[src/rtl/bw_clk_cken_seq.sv]
// Cluster clock-enable / global reset sequencer for the cluster clock headers.
// Optional staggered ramp: define BW_CLK_SEQ_STAGGER_EN (default: all clusters at once).
module bw_clk_cken_seq #(
    parameter int NUM_CLUSTERS = 4,
    parameter int RST_HOLD_CYC = 16,
    parameter int STAGGER_CYC  = 4,
    parameter int DBG_HOLD_CYC = 8
) (
    input  logic                    gclk,
    input  logic                    rst,
    input  logic                    pwr_rst_req,
    input  logic                    dbg_req,
    input  logic [NUM_CLUSTERS-1:0] cken_mask,
    output logic [NUM_CLUSTERS-1:0] cluster_cken,
    output logic                    grst_l,
    output logic                    gdbginit_l,
    output logic                    seq_busy,
    output logic                    seq_done
);

    localparam int MAX_A = (RST_HOLD_CYC > STAGGER_CYC) ? RST_HOLD_CYC : STAGGER_CYC;
    localparam int MAX_C = (MAX_A > DBG_HOLD_CYC) ? MAX_A : DBG_HOLD_CYC;
    localparam int CW    = $clog2(MAX_C) + 1;

    localparam logic [CW-1:0] HOLD_N  = CW'(RST_HOLD_CYC);
    localparam logic [CW-1:0] HOLD_M1 = CW'(RST_HOLD_CYC - 1);
    localparam logic [CW-1:0] STAG_M1 = CW'(STAGGER_CYC - 1);
    localparam logic [CW-1:0] DBG_M1  = CW'(DBG_HOLD_CYC - 1);

    typedef enum logic [2:0] {
        S_RST_HOLD,
        S_RAMP,
        S_SETTLE,
        S_RUN,
        S_DBG
    } state_t;

    state_t                  state_q, state_d;
    logic [CW-1:0]           cnt_q, cnt_d;
    logic [NUM_CLUSTERS-1:0] ramp_q, ramp_d;

`ifdef BW_CLK_SEQ_STAGGER_EN
    localparam int SW = (NUM_CLUSTERS > 1) ? $clog2(NUM_CLUSTERS) : 1;
    localparam logic [SW-1:0] LAST = SW'(NUM_CLUSTERS - 1);

    logic [SW-1:0] slot_q, slot_d;

    always_ff @(posedge gclk) begin
        if (rst) slot_q <= '0;
        else     slot_q <= slot_d;
    end
`endif

    always_comb begin
        state_d = state_q;
        cnt_d   = cnt_q + CW'(1);
        ramp_d  = ramp_q;
`ifdef BW_CLK_SEQ_STAGGER_EN
        slot_d  = slot_q;
`endif
        unique case (state_q)
            S_RST_HOLD: begin
                // cnt_q also counts the first post-reset edge, hence HOLD_N
                if (cnt_q == HOLD_N) begin
                    state_d = S_RAMP;
                    cnt_d   = '0;
`ifdef BW_CLK_SEQ_STAGGER_EN
                    slot_d  = '0;
                    ramp_d  = NUM_CLUSTERS'(1);
`else
                    ramp_d  = '1;
`endif
                end
            end
            S_RAMP: begin
                if (cnt_q == STAG_M1) begin
                    cnt_d = '0;
`ifdef BW_CLK_SEQ_STAGGER_EN
                    if (slot_q == LAST) begin
                        state_d = S_SETTLE;
                    end else begin
                        slot_d = slot_q + SW'(1);
                        ramp_d = ramp_q | (NUM_CLUSTERS'(1) << (slot_q + SW'(1)));
                    end
`else
                    state_d = S_SETTLE;
`endif
                end
            end
            S_SETTLE: begin
                if (cnt_q == HOLD_M1) begin
                    state_d = S_RUN;
                    cnt_d   = '0;
                end
            end
            S_RUN: begin
                cnt_d = '0;
                if (pwr_rst_req)  state_d = S_SETTLE;
                else if (dbg_req) state_d = S_DBG;
            end
            S_DBG: begin
                if (pwr_rst_req) begin
                    state_d = S_SETTLE;
                    cnt_d   = '0;
                end else if (cnt_q == DBG_M1) begin
                    state_d = S_RUN;
                    cnt_d   = '0;
                end
            end
            default: begin
                state_d = S_RST_HOLD;
                cnt_d   = '0;
                ramp_d  = '0;
            end
        endcase
    end

    always_ff @(posedge gclk) begin
        if (rst) begin
            state_q      <= S_RST_HOLD;
            cnt_q        <= '0;
            ramp_q       <= '0;
            cluster_cken <= '0;
            grst_l       <= 1'b0;
            gdbginit_l   <= 1'b0;
            seq_busy     <= 1'b1;
            seq_done     <= 1'b0;
        end else begin
            state_q      <= state_d;
            cnt_q        <= cnt_d;
            ramp_q       <= ramp_d;
            cluster_cken <= ramp_d & ~cken_mask;
            grst_l       <= (state_d == S_RUN) || (state_d == S_DBG);
            gdbginit_l   <= (state_d == S_RUN);
            seq_busy     <= (state_d != S_RUN);
            seq_done     <= (state_d == S_RUN) && (state_q != S_RUN);
        end
    end

endmodule

[config.mk]
export PLATFORM = sky130hd
export DESIGN_NAME = bw_clk_cken_seq
export DESIGN_NICKNAME = d
export VERILOG_FILES = /design/src/rtl/bw_clk_cken_seq.sv
export SDC_FILE = /design/constraint.sdc
export NUM_CORES = 1
export LEC_CHECK = 0
export CORE_MARGIN = 8
export CORE_UTILIZATION = 40
export CTS_BUF_LIST = sky130_fd_sc_hd__clkbuf_4
export CTS_CLUSTER_DIAMETER = 40
export DETAILED_ROUTE_END_ITERATION = 10
export PLACE_DENSITY = 0.7
export SLEW_MARGIN = 20
export SYNTH_ARGS = -nofsm -noshare
export SYNTH_HDL_FRONTEND = slang
export SYNTH_SLANG_ARGS = --single-unit
[constraint.sdc]
create_clock -name gclk -period 5.18 [get_ports gclk]
set_input_delay 0.777 -clock gclk [delete_from_list [all_inputs] [get_ports gclk]]
set_output_delay 0.777 -clock gclk [all_outputs]
set_load 0.01 [all_outputs]
==> metrics, run 1 <==
status=complete, no violations; count of different cell masters after synthesis=37; Setup Fix Bufs, Post-CTS=0; die height=64.5 µm; fin crit share=40.1%; vias in the first global route=721; Power, Total=247 µW; Finished Cell Area=1140 µm²; worst-margin pin slew=between 0.5 and 0.6 ns; clock sinks=20; CTS Hold Bufs=0; nets=between 100 and 150; critical path cell sequence=clkdlybuf4s50_1, nor4b_2, a32o_1, a21oi_1, a2111oi_0; met2 wire length=approximately 800 µm; Crit path required time=5.37 ns; Syn Inst Count=between 90 and 100; Worst Path Arrival=between 2 and 2.5 ns; endpoints failing setup=0; cell taking the most area after synthesis=dfxtp_1; DRC errors left=0; M1 WL=863 µm; area occupied by multi-input gates=505 µm²; gpl congestion=0.931; max_cap viols=0; final hold violation count=0; WHS Path Cells=1; synth warn=0; DR vias/cell=5.24; crit path time final=2.08 ns; Worst R2R Setup Slack=between 3 and 4 ns; slowest stage delay, CP=slightly below 0.5 ns; Cells after DPL=135; H-tree depth=1; Slew HR=63.0%; Max VDD drop=~140 µV; Crit-path slowest cell=clkdlybuf4s50_1; sequential share of the synthesized area=42.5%; CP max FO=5; Die Wd=~65 µm; Avg Synthesized Cell Area=around 10 µm²; Iter 0 DRT Violations=17; element type at the critical path end=register; Setup CP Type=primary input to register; Hold Crit Class=register to register; DP Worst Slack=2.77 ns; synthesized cell area=942 µm²; number of CTS-inserted buffers=3; Reg clk slew, reported paths=around 0.11 ns; grt ovf=0; maximum clock rate=0.482 GHz; Pleak=0.421 nW; Routed Antenna Nets=0; Pins Over Slew Limit=0; Synth Net Count=107; Total GRT Usage=a little under a tenth; CTS root buffer=clkbuf_4; antenna violations before repair=0; HP Start=ramp_q[1]; Hold EP=ramp_q[1]; largest net degree at the start of global routing=15; TNS Setup=0 ns; post-synth top area share=42.5%; Layout area overhead=21.0%; Rows=17; highest routed layer=met4; Finished Layout Cells=139; final wirelength=roughly 1800 µm; unrepaired setup endpoints after global routing=no; share of cells above drive strength 1=11.7%; buffers plus inverters on the worst setup path=1; post-CTS sizing=0; post-detail-place hpwl=1350 µm; CP top delay family=compound AO/OA/AOI/OAI gates; clock latency on the worst-skew pair=0.30 ns; Max Clock Skew=0.000947 ns; reg-to-reg endpoint=gdbginit_l; setup ws final=3.10 ns; PortBufs=15; WL/cell=~13 µm; first-pass GRT wire length=3130 µm; Longest Clk Path Bufs=2; WL met3=roughly 110 µm; core area=2210 µm²; top-level I/O count=16; placed instance area=1110 µm²; most common cell after layout, fill and taps aside=dfxtp_1; Worst R2R Path Depth=5; leading cell types in the layout, fill and taps excluded=dfxtp_1, clkdlybuf4s50_1, a21oi_1; flops & latches, synth=20; DIE AREA=4160 µm²; synth top area cells=dfxtp_1, ha_1, a21oi_1, o21a_1, and4bb_2; fill cell count=215; drt pass-1 iters=4; Power Dens Cells=about 220 nW/µm²; n_diodes=0; Initial Utilization=42.6%; Reg area=between 400 and 500 µm²; CTS tree=done; crit start category=primary input; r2r startpoint=cnt_q[0]; DR vias=729
[sequential cells by signal (all words and copies together) (netlist names)]
signal        flops
cluster_cken      4
cnt_q             5
gdbginit_l        1
grst_l            1
ramp_q            4
seq_busy          1
seq_done          1
state_q           3
[metal layers]
metal / vias up / track usage, %
met5: - / 0
met4: 0 / 4.09
met3: 4 / 4.64
met2: 14 / 13.7
met1: 338 / 10.6
li1: 373 / -
[area by class of cell]
cell class | count | area share [%]
clock buffers | 3 | 1.98
clock inverters | 1 | 0.329
inverters | 6 | 1.98
multi-input cells | 66 | 44.3
flip-flops and latches | 20 | 35.1
well taps | 28 | 3.07
repair buffers | 15 | 13.2
[power by group]
part	total [mW]	internal, mW	switching [mW]	leakage (nW)
clock	0.0742	0.0281	0.0462	0.0154
combinational	0.0149	0.00922	0.00571	0.244
sequential	0.158	0.156	0.00220	0.162
total	0.247	0.193	0.0541	0.421
[metrics by stage]
stage	hold slack, ns	util, %
finish	0.470	51.5
global route	0.503	51.5
CTS	0.478	51.5
detailed placement	0.448	50.3
global placement	0.443	50.3
floorplan	0.433	-
[worst max-delay path by stage]
stage,from,end,cells past startpoint
after floorplan,pwr_rst_req,cnt_q[4],4
after global placement,pwr_rst_req,cnt_q[4],5
after detailed placement,pwr_rst_req,cnt_q[4],5
after CTS,pwr_rst_req,cnt_q[4],5
after global routing,pwr_rst_req,cnt_q[4],5
final,pwr_rst_req,cnt_q[4],5
[synth_stat cells (all sizes together)]
library cell and n:
nor4b 2, and3b 1, clkbuf 1, a21o 1
ha 4, a31oi 1, o211a 1, a21boi 2
buf 2, nor3b 1, xor2 2, or4bb 1
a32o 1, and2 2, nand3b 2, dfxtp 20
o21a 4, nor2b 4, nor3 1, inv 6
nand2 6, or2 1, and4bb 2, a2111oi 1
nand2b 2, nand3 3, a21oi 7, o32a 2
nor4 2, nor2 5, or4b 1, mux2i 1
o211ai 3
[logic make-up after synthesis]
group           Yosys count  share of synthesized area [%]
mux                       1                           1.06
fa+ha+maj                 4                           5.31
compound gates           23                           20.2
buf+inv                   9                           3.85
flops                    20                           42.5
xor+xnor                  2                           1.86
simple gates             36                           25.2
Power figures use the tool's default switching activity.
==> run 2: changes to the inputs <==
- PLACE_DENSITY: 0.7 -> 0.72
- clock period: 5.18 -> 1.9 ns (I/O delays scaled with it)
==> metrics, run 2 (same netlist as run 1, synthesis figures left out) <==
layer with the highest usage=met2; vias in the first global route=764; max FFs per register=5; first-pass GRT wire length=3460 µm; Crit-path slowest cell=or4b_4; n_diodes=0; sw frac=21.8%; status=complete, no violations; nets=between 100 and 150; worst-margin pin slew=0.479 ns; Power Dens Cells=567 nW/µm²; CP max FO=5; critical path cell sequence=ha_4, or4b_4, o32a_4, a21boi_4, o211a_1; most common cell after layout, fill and taps aside=dfxtp_1; PortBufs=15; Longest Clk Path Bufs=2; Max VDD drop=402 µV; number of CTS-inserted buffers=3; CTS tree=done; Reg area=402 µm²; Iter 0 DRT Violations=22; fill cell count=205; Largest regs=cnt_q x5, cluster_cken x4, ramp_q x4; GR Util met1=a little under an eighth; area occupied by multi-input gates=522 µm²; clock network power share=between 20% and 30%; DRC errors left=0; Crit path required time=~2.2 ns; core area=2210 µm²; crit start category=register; combinational share of power=6.5%; Total GRT Usage=10.2%; final wirelength=2010 µm; sequential power share=63.9%; die height=64.5 µm; Setup CP Type=register to register; met3 Use GR=5.33%; Max Clock Skew=0.00869 ns; final hold violation count=0; Worst Path Arrival=2.07 ns; Layout area overhead=26.8%; H-tree depth=1; Cells after DPL=140; CTS Hold Bufs=0; Pins Over Slew Limit=0; leading cell types in the layout, fill and taps excluded=dfxtp_1, clkdlybuf4s50_1, inv_1, a21oi_1, nand2_1; maximum clock rate=about 0.55 GHz; Reg with most FFs=cnt_q; Die Wd=around 65 µm; largest net degree at the start of global routing=15; CTS root buffer=clkbuf_4; crit path time final=1.82 ns; clock latency on the worst-skew pair=0.30 ns; antenna violations before repair=0; Finished Layout Cells=144; grt ovf=0; Routed Antenna Nets=0; Slew HR=68.0%; Initial Utilization=a little over two fifths; Core Util, Final=54.0%; max_cap viols=0; Reg clk slew, reported paths=~0.11 ns; Pleak=0.446 nW; Rows=17; met2 GRT Util=~16%; switching pwr=148 µW; top-level I/O count=16; WL/cell=14.0 µm; slowest stage delay, CP=0.49 ns; post-detail-place hpwl=about 1500 µm; gpl congestion=0.862; share of cells above drive strength 1=18.1%; fin crit share=a little over nine tenths; drt pass-1 iters=4; DR vias/cell=5.29; Power Internal=530 µW; element type at the critical path end=register; DIE AREA=4160 µm²; endpoints failing setup=0; Hold Crit Class=register to register; clock sinks=20; DR vias=762; Setup Fix Bufs, Post-CTS=0
-- run 2: changes by cell type in the layout (fill, tap and decap cells not counted), sizes merged --
| cell | before | now |
|---|---|---|
| buf | 0 | 5 |
-- run 2: layer usage --
metal | up-vias | routed length, µm | share of wire [%]
li1 | 384 | - | -
met1 | 353 | 934 | 46
met2 | 23 | 903 | 45
met3 | 2 | 159 | 7.9
met4 | 0 | 12 | 0.60
met5 | - | 0 | 0
-- run 2: repair_timing --
item,CTS,global route
resized for setup,0,4
endpoints found under the hold margin,0,0
setup endpoints to repair,0,7
-- run 2: path summary, 6_finish.rpt --
check	to	slack [ns]	cells after the start	start
worst max-delay path	seq_done	0.08	5	cnt_q[1]
worst min register to register	ramp_q[0]	0.47	1	ramp_q[0]
worst min-delay path	ramp_q[0]	0.47	1	ramp_q[0]
worst max register to register	seq_done	0.08	5	cnt_q[1]
-- run 2: layout make-up --
| cell class | instances | share of cell area [%] |
|---|---|---|
| inverters | 6 | 1.88 |
| flip-flops and latches | 20 | 33.6 |
| repair buffers | 20 | 15.7 |
| clock buffers | 3 | 1.88 |
| clock inverters | 1 | 0.314 |
| multi-input cells | 66 | 43.7 |
| well taps | 28 | 2.93 |
-- run 2: per-stage QoR --
| step | setup slack, ns | power (mW) | TNS [ns] | hold WS [ns] | cell area, µm² |
|---|---|---|---|---|---|
| after global placement | 0.0753 | 0.482 | 0 | 0.444 | 1150 |
| final | 0.0810 | 0.678 | 0 | 0.465 | 1190 |
| after detailed placement | 0.0152 | 0.483 | 0 | 0.444 | 1150 |
| after floorplan | 0.123 | 0.458 | 0 | 0.357 | 942 |
| after global routing | -0.000104 | 0.710 | -0.000104 | 0.497 | 1190 |
| after CTS | 0.00553 | 0.679 | 0 | 0.469 | 1180 |
-- run 2: worst max-delay path, delay by kind of cell, from the launching register on --
family          cells  cell delay, ns
compound gates      3            0.73
simple gates        1            0.49
flops               1            0.40
fa+ha+maj           1            0.17
-- run 2: power by group through the flow --
stage	sequential, mW	combinational (mW)	clock, mW
final	0.433	0.0441	0.201
after global routing	0.434	0.0491	0.226
after CTS	0.431	0.0434	0.205
after detailed placement	0.440	0.0430	0
after global placement	0.440	0.0422	0
after floorplan	0.439	0.0195	0
